**src/rtl/imem_fetch_controller.sv**
```systemverilog
`default_nettype none
// ============================================================================
//  Module  : imem_fetch_controller
//  Purpose : Sequences a 64-word instruction memory. Boot-loads a program
//            through a valid/ready word stream, then runs the fetch stage of
//            a 5-stage pipeline: owns the PC and the IF/ID instruction
//            register, applies stall and branch redirect, and stops on a
//            halt word.
//  Ports   : clk, reset (async, active-high)
//            load_start/load_valid/load_ready/load_data/load_last : loader
//            mem_addr/mem_we/mem_wdata/mem_rdata : single-port memory bus
//            run/stall/branch_taken/branch_target : pipeline control
//            pc/if_instruction/if_valid : fetch outputs
//            load_count/busy/halted : status
//  Revision: 1.0  initial release
// ============================================================================
module imem_fetch_controller #(
    parameter int ADDR_W                 = 6,
    parameter int DATA_W                 = 32,
    parameter int DEPTH                  = 64,
    parameter logic [DATA_W-1:0] HALT_WORD = 32'hFC000000
) (
    input  logic              clk,
    input  logic              reset,
    input  logic              load_start,
    input  logic              load_valid,
    output logic              load_ready,
    input  logic [DATA_W-1:0] load_data,
    input  logic              load_last,
    output logic [ADDR_W-1:0] mem_addr,
    output logic              mem_we,
    output logic [DATA_W-1:0] mem_wdata,
    input  logic [DATA_W-1:0] mem_rdata,
    input  logic              run,
    input  logic              stall,
    input  logic              branch_taken,
    input  logic [ADDR_W-1:0] branch_target,
    output logic [ADDR_W-1:0] pc,
    output logic [DATA_W-1:0] if_instruction,
    output logic              if_valid,
    output logic [ADDR_W:0]   load_count,
    output logic              busy,
    output logic              halted
);

    localparam logic [1:0] c_st_idle = 2'd0;
    localparam logic [1:0] c_st_load = 2'd1;
    localparam logic [1:0] c_st_run  = 2'd2;
    localparam logic [1:0] c_st_halt = 2'd3;

    localparam logic [ADDR_W-1:0] c_addr_one  = ADDR_W'(1);
    localparam logic [ADDR_W-1:0] c_last_addr = ADDR_W'(DEPTH - 1);
    localparam logic [ADDR_W:0]   c_count_one = (ADDR_W + 1)'(1);

    logic [1:0]        r_state;
    logic [ADDR_W-1:0] r_pc;
    logic [ADDR_W-1:0] r_load_ptr;
    logic [DATA_W-1:0] r_if_instruction;
    logic              r_if_valid;
    logic [ADDR_W:0]   r_load_count;

    logic w_in_load;
    logic w_accept;
    logic w_load_done;

    assign w_in_load   = (r_state == c_st_load);
    assign w_accept    = w_in_load && load_valid;
    // The last slot ends the load even without load_last, so no write can
    // ever wrap back over address 0.
    assign w_load_done = w_accept && (load_last || (r_load_ptr == c_last_addr));

    // Outputs
    assign load_ready     = w_in_load;
    assign mem_we         = w_accept;
    assign mem_wdata      = load_data;
    assign mem_addr       = w_in_load ? r_load_ptr : r_pc;
    assign pc             = r_pc;
    assign if_instruction = r_if_instruction;
    assign if_valid       = r_if_valid;
    assign load_count     = r_load_count;
    assign busy           = (r_state != c_st_idle);
    assign halted         = (r_state == c_st_halt);

    always_ff @(posedge clk or posedge reset) begin
        if (reset) begin
            r_state          <= c_st_idle;
            r_pc             <= '0;
            r_load_ptr       <= '0;
            r_if_instruction <= '0;
            r_if_valid       <= 1'b0;
            r_load_count     <= '0;
        end else begin
            case (r_state)
                c_st_idle: begin
                    if (load_start) begin
                        r_state    <= c_st_load;
                        r_load_ptr <= '0;
                    end else if (run) begin
                        r_state    <= c_st_run;
                        r_pc       <= '0;
                        r_if_valid <= 1'b0;
                    end
                end

                c_st_load: begin
                    if (w_accept) begin
                        r_load_ptr <= r_load_ptr + c_addr_one;
                    end
                    if (w_load_done) begin
                        r_state      <= c_st_idle;
                        r_load_count <= {1'b0, r_load_ptr} + c_count_one;
                    end
                end

                c_st_run: begin
                    if (!run) begin
                        r_state    <= c_st_idle;
                        r_if_valid <= 1'b0;
                    end else if (branch_taken) begin
                        // Redirect beats stall: the word fetched this cycle
                        // is on the wrong path, so insert one bubble.
                        r_pc       <= branch_target;
                        r_if_valid <= 1'b0;
                    end else if (!stall) begin
                        r_if_instruction <= mem_rdata;
                        r_if_valid       <= 1'b1;
                        if (mem_rdata == HALT_WORD) begin
                            r_state <= c_st_halt;
                        end else begin
                            r_pc <= r_pc + c_addr_one;
                        end
                    end
                end

                c_st_halt: begin
                    // The halt word itself is presented for exactly one cycle.
                    r_if_valid <= 1'b0;
                    if (!run) begin
                        r_state <= c_st_idle;
                    end
                end

                default: begin
                    r_state <= c_st_idle;
                end
            endcase
        end
    end

endmodule
`default_nettype wire
```
**config.mk**
```make
export PLATFORM = sky130hd
export DESIGN_NAME = imem_fetch_controller
export DESIGN_NICKNAME = d
export VERILOG_FILES = /design/src/rtl/imem_fetch_controller.sv
export SDC_FILE = /design/constraint.sdc
export NUM_CORES = 1
export LEC_CHECK = 0
export CELL_PAD_IN_SITES_DETAIL_PLACEMENT = 1
export CELL_PAD_IN_SITES_GLOBAL_PLACEMENT = 1
export CORE_MARGIN = 3
export CORE_UTILIZATION = 25
export DETAILED_ROUTE_END_ITERATION = 10
export GPL_TIMING_DRIVEN = 0
export PLACE_DENSITY = 0.81
export SYNTH_ARGS = -nofsm -noshare
export SYNTH_HDL_FRONTEND = slang
export SYNTH_SLANG_ARGS = --single-unit
export TNS_END_PERCENT = 100
```
**constraint.sdc**
```tcl
create_clock -name clk -period 1.9 [get_ports clk]
set_input_delay 0.285 -clock clk [delete_from_list [all_inputs] [get_ports clk]]
set_output_delay 0.285 -clock clk [all_outputs]
set_load 0.02 [all_outputs]
```
==> summary.md, run 1 <==
| Metric | Value |
|---|---|
| Sequential fraction of the synthesis area | `48.76%` |
| Crit path kind | `in2reg` |
| Worst-Margin Slew | `617.9 ps` |
| Most area-hungry cell type in the Yosys netlist | `dfrtp_1` |
| Fraction of layout cells with a size suffix above 1 | `34.59%` |
| H-tree depth | `2` |
| Hold/Removal Path Class | `in2reg` |
| Slew Limit Fails | `0` |
| Final period utilization | `98.72%` |
| Syn_area_per_cell | `11.55 sq um` |
| Synth async-reset ratio | `100.0%` |
| Final Hold Vio Count | `0` |
| Cell family with most CP delay | `simple AND/OR/NAND/NOR gates` |
| Clock root cell | `clkbuf_8` |
| Global-route wire length before repair | `14650 um` |
| Pre-antenna DRT Iters | `4` |
| IO Pins | `166` |
| CP cell instances | `clkdlybuf4s50_1 > or4_4 > nor4_4 > buf_6 > a31oi_4 > mux2_4` |
| Reg-to-Reg Start | `r_state[1]$_DFFE_PP0P_` |
| Vias | `2572` |
| Routed WL | `9555 um` |
| GRT Resource Usage Total | `14.46%` |
| Final Critical Period | `1876 ps` |
| Final Util | `44.62%` |
| Critical path required time | `2100 ps` |
| Ys Warns | `0` |
| RSZ-0062 raised after global routing | `true` |
| Worst-Skew Late Latency | `310 ps` |
| CORE AREA | `0.01056 sq mm` |
| Avg WL per Cell | `17.86 um` |
| CP bufs+invs | `2` |
| ANT nets after route | `0` |
| Initial core utilization | `26.26%` |
| Worst Setup SP | `mem_rdata[17]` |
| Post-Syn Nets | `320` |
| Die area | `0.01239 sq mm` |
| Final setup fails | `0` |
| GP Congestion | `0.8095` |
| Crit start category | `input pin` |
| Max Clock Freq | `533.2 MHz` |
| Clk slew on worst S/H paths | `110 ps` |
| Power per cell area | `1150 mW/mm^2` |
| Max clock buf depth | `2` |
| Worst path arrival time | `2080 ps` |
| Post-Syn Area | `0.002771 sq mm` |
| Slowest stage delay, CP | `510 ps` |
| Worst hold margin | `252.5 ps` |
| Worst VDD drop | `625.8 uV` |
| Commonest non-fill, non-tap cell in the layout | `clkdlybuf4s50_1` |
| Post-route clock skew | `7.296 ps` |
| Slowest cell on the critical path | `or4_4` |
| Residual DRC | `0` |
| Overflow after GRT | `0` |
| Number of buffers created by CTS | `5` |
| Vias per inst | `4.807` |
| Row count | `37` |
| Top cell type's share of synthesized area | `48.76%` |
| Status | `completed` |
| Final Worst Setup Slack | `24.36 ps` |
| Total design power | `5416 uW` |
| Die Wd | `111.3 um` |
| #FFs+latches synth | `54` |
| Endpoint class of the critical path | `flop` |
| Antenna violations before repair | `0` |
| EDFF count, synth | `0` |
| CTS sink cnt | `54` |
| Top cells by area, synth | `dfrtp_1 49%, mux2_2 16%, buf_4 8.7%` |
| Max Cap Violations | `0` |
| HP Start | `mem_rdata[26]` |
| Lkg Pwr | `0.002075 uW` |
| Initial DRC count | `62` |
| Largest net degree at the start of global routing | `35` |
| Most frequent cells in the layout | `114 x clkdlybuf4s50_1, 51 x dfrtp_1, 49 x buf_4` |
| Post-synth cell types | `50` |
| Setup WS pre-CTS | `-650.0 ps` |
| Input/output buffers | `133` |
| Vias in the first global route | `2718` |
| Critical path peak fanout | `5` |
| Post-DP HPWL | `7151 um` |
| Layout Nets | `478` |
| Cells after Synth | `240` |
| Layout area overhead | `69.93%` |
| Die extent in y | `111.3 um` |
| Main synth FF type | `dfrtp_1` |
| CTS tree | `built` |
| Antenna diodes | `0` |
| Slew margin rel. | `58.61%` |
| TNS Setup | `0 ps` |
-- cell families after synthesis --
family / synth area share (%)
muxes: 17.52
DFF: 48.76
AOI/OAI and AO/OA: 8.714
and+or+nand+nor: 11.60
buffers and inverters: 11.24
adders and majority gates: 0.9028
xor gates and xnor gates: 1.264
-- per-stage QoR --
stage	cells	instance area, sq um
floorplan	240	2771
finish	535	4710
global route	535	4710
detailed placement	510	4293
CTS	528	4503
global placement	509	4273
-- worst reg2reg max path, stage by stage (launching register included) --
cell,delay [ps]
dfrtp_2,420
buf_4,170
buf_4,150
o2111ai_4,150
nor2_4,150
buf_12,140
buf_4,190
mux2_2,350
-- flip-flops by register name (all words and copies together), names as in the netlist --
signal,flops
r_load_ptr,6
r_state,2
if_instruction,32
if_valid,1
load_count,7
pc,6
-- synthesized netlist by cell type, drive strengths merged (3+ instances only) --
master / number
dfrtp: 54
mux2: 41
buf: 37
nand2: 10
inv: 9
nor2: 9
nand3: 7
o21ai: 7
a22o: 5
nor4: 5
nand4: 4
a21oi: 3
clkbuf: 3
nand2b: 3
nor3: 3
or4: 3
xnor2: 3
-- routing by layer --
layer	up-vias	GRT usage, %	wire [um]
li1	1145	-	-
met1	1272	17.61	3774
met2	146	24.33	4683
met3	9	5.786	1001
met4	0	2.758	96
met5	-	0	0
-- repair_timing --
action,CTS,global route
resized for setup,44,43
gates cloned,1,1
buffers inserted,13,6
pin swaps,8,10
hold buffers,0,0
setup endpoints to repair,62,49
-- final timing paths --
| path | slack, ps | cells past startpoint | end |
|---|---|---|---|
| max | 20 | 6 | pc[1]$_DFFE_PP0P_ |
| min | 250 | 2 | if_instruction[26]$_DFFE_PP0P_ |
| max reg2reg | 50 | 7 | if_instruction[3]$_DFFE_PP0P_ |
| min reg2reg | 510 | 1 | if_instruction[6]$_DFFE_PP0P_ |
| max in group asynchronous | 1010 | 3 | r_state[1]$_DFFE_PP0P_ |
| min in group asynchronous | 300 | 2 | if_instruction[13]$_DFFE_PP0P_ |
-- where the power goes --
group	switching [uW]	leakage (uW)	total [uW]	internal, uW
combinational	1350	0.00132	2800	1460
clock	407	0.0000478	709	302
sequential	326	0.000703	1910	1580
-- layout make-up --
class / instances / area, sq um
Clock buffer: 6 / 82.58
Sequential cell: 54 / 1355
Buffer: 36 / 279.0
Timing Repair Buffer: 154 / 1525
Clock inverter: 2 / 16.27
Inverter: 10 / 43.79
Tap cell: 136 / 170.2
Fill cell: 1152 / 5846
Multi-Input combinational cell: 137 / 1237
Note: power is estimated with default switching activity, not from simulation.
==> run 2, diff against run 1 <==
--- a/config.mk
+++ b/config.mk
@@ -11,7 +11,7 @@
 export CORE_UTILIZATION = 25
 export DETAILED_ROUTE_END_ITERATION = 10
 export GPL_TIMING_DRIVEN = 0
-export PLACE_DENSITY = 0.81
+export PLACE_DENSITY_LB_ADDON = 0.15
 export SYNTH_ARGS = -nofsm -noshare
 export SYNTH_HDL_FRONTEND = slang
 export SYNTH_SLANG_ARGS = --single-unit
==> summary.md, run 2 (synthesis results as in run 1) <==
| Metric | Value |
|---|---|
| Status | `completed` |
| Layout Nets | `471` |
| Input/output buffers | `133` |
| Number of buffers created by CTS | `5` |
| Critical path peak fanout | `4` |
| Vias per inst | `4.610` |
| Avg WL per Cell | `16.32 um` |
| Sequential share of power | `35.0%` |
| Residual DRC | `0` |
| Clk pwr share | `15.5%` |
| Worst Hold Path Cells | `2` |
| Worst path arrival time | `2070 ps` |
| GP Congestion | `0.7386` |
| Routed WL | `8618 um` |
| Logic pwr share | `49.5%` |
| Pre-antenna DRT Iters | `4` |
| Int Power | `3425 uW` |
| Slowest cell on the critical path | `or4_4` |
| TNS Setup | `0 ps` |
| Final Worst Setup Slack | `33.29 ps` |
| Endpoint class of the critical path | `flop` |
| Lkg Pwr | `0.002034 uW` |
| Max Clock Freq | `535.7 MHz` |
| Hold/Removal Path Class | `in2reg` |
| Final Util | `43.18%` |
| Row count | `37` |
| Slowest stage delay, CP | `440 ps` |
| CORE AREA | `0.01056 sq mm` |
| ANT nets after route | `0` |
| Fraction of layout cells with a size suffix above 1 | `32.14%` |
| Final Hold Vio Count | `0` |
| Overflow after GRT | `0` |
| Switching share of power | `36.99%` |
| Most frequent cells in the layout | `113 x clkdlybuf4s50_1, 51 x dfrtp_1, 47 x buf_4` |
| CTS sink cnt | `54` |
| GRT Resource Usage Total | `13.89%` |
| Max clock buf depth | `2` |
| Vias | `2434` |
| Die area | `0.01239 sq mm` |
| Slew margin rel. | `64.53%` |
| Max Cap Violations | `0` |
| H-tree depth | `2` |
| IO Pins | `166` |
| Initial DRC count | `58` |
| Worst-Skew Late Latency | `310 ps` |
| Setup WS pre-CTS | `-658.7 ps` |
| Switch Pwr | `2010 uW` |
| Vias in the first global route | `2763` |
| CP cell instances | `clkdlybuf4s50_1 > or4_4 > nor4_4 > buf_4 > a31oi_4 > mux2_4` |
| Cell count of the worst reg-to-reg path | `6` |
| Antenna violations before repair | `0` |
| Post-route clock skew | `7.493 ps` |
| Final setup fails | `0` |
| Clk slew on worst S/H paths | `110 ps` |
| Commonest non-fill, non-tap cell in the layout | `clkdlybuf4s50_1` |
| Design area | `0.004558 sq mm` |
| Final Critical Period | `1867 ps` |
| Layout area overhead | `64.47%` |
| Initial core utilization | `26.26%` |
| Critical path required time | `2100 ps` |
| Die extent in y | `111.3 um` |
| Worst hold margin | `232.6 ps` |
| Post-DP HPWL | `6641 um` |
| Max reg flops | `32` |
| CTS tree | `built` |
| Worst VDD drop | `470.9 uV` |
| Area of placed instances | `0.004293 sq mm` |
| Clock root cell | `clkbuf_8` |
| Final period utilization | `98.25%` |
| Antenna diodes | `0` |
| Crit path kind | `in2reg` |
| Worst-Margin Slew | `529.6 ps` |
| Global-route wire length before repair | `14120 um` |
| Slew Limit Fails | `0` |
| RSZ-0062 raised after global routing | `false` |
| Largest net degree at the start of global routing | `35` |
| Die Wd | `111.3 um` |
| Power per cell area | `1192 mW/mm^2` |
| Crit start category | `input pin` |
run 2: metrics by stage:
stage | total power (uW) | instances
floorplan | 3173 | 240
global placement | 4497 | 509
detailed placement | 4547 | 510
CTS | 5478 | 526
global route | 5786 | 528
finish | 5435 | 528
run 2: cell type report:
cell class                      instances  area [sq um]
Buffer                                 36         266.5
Clock buffer                            6         82.58
Clock inverter                          2         38.79
Fill cell                            1178          5997
Inverter                               10         43.79
Multi-Input combinational cell        136          1166
Sequential cell                        54          1355
Tap cell                              136         170.2
Timing Repair Buffer                  148          1435
run 2: path summary, 6_finish.rpt:
kind                                           start                        endpoint  slack (ps)
max reg2reg                   r_state[0]$_DFFE_PP0P_  if_instruction[31]$_DFFE_PP0P_         110
min                                    mem_rdata[26]  if_instruction[26]$_DFFE_PP0P_         230
min in group asynchronous                      reset  if_instruction[16]$_DFFE_PP0P_         300
min reg2reg                load_count[6]$_DFFE_PP0P_       load_count[6]$_DFFE_PP0P_         500
max in group asynchronous                      reset       r_load_ptr[0]$_DFFE_PP0P_        1020
max                                    mem_rdata[18]               pc[1]$_DFFE_PP0P_          30
run 2: power groups by stage:
stage | sequential, uW | combinational, uW | clock (uW)
2_1_floorplan | 2350 | 828 | 0
3_3_place_gp | 1900 | 2600 | 0
3_5_place_dp | 1920 | 2620 | 0
4_1_cts | 1910 | 2690 | 881
5_1_grt | 1980 | 2880 | 924
6_report | 1900 | 2690 | 843
run 2: critical path, delay by kind of cell:
kind	cells	cell delay, ps
compound gates	1	120
buf+inv	2	620
mux	1	330
simple gates	2	710
run 2: metal layers:
metal	up-vias	GRT usage (%)	wire (um)
li1	1135	-	-
met1	1189	17.43	3684
met2	105	23.20	4088
met3	5	4.749	778
met4	0	2.920	65
met5	-	0	0
run 2: timing repair:
action / CTS / global route
pin swaps: 8 / 6
hold buffers: 0 / 0
endpoints found under the setup margin: 57 / 45
gates resized for setup: 51 / 22
setup buffers: 12 / 2
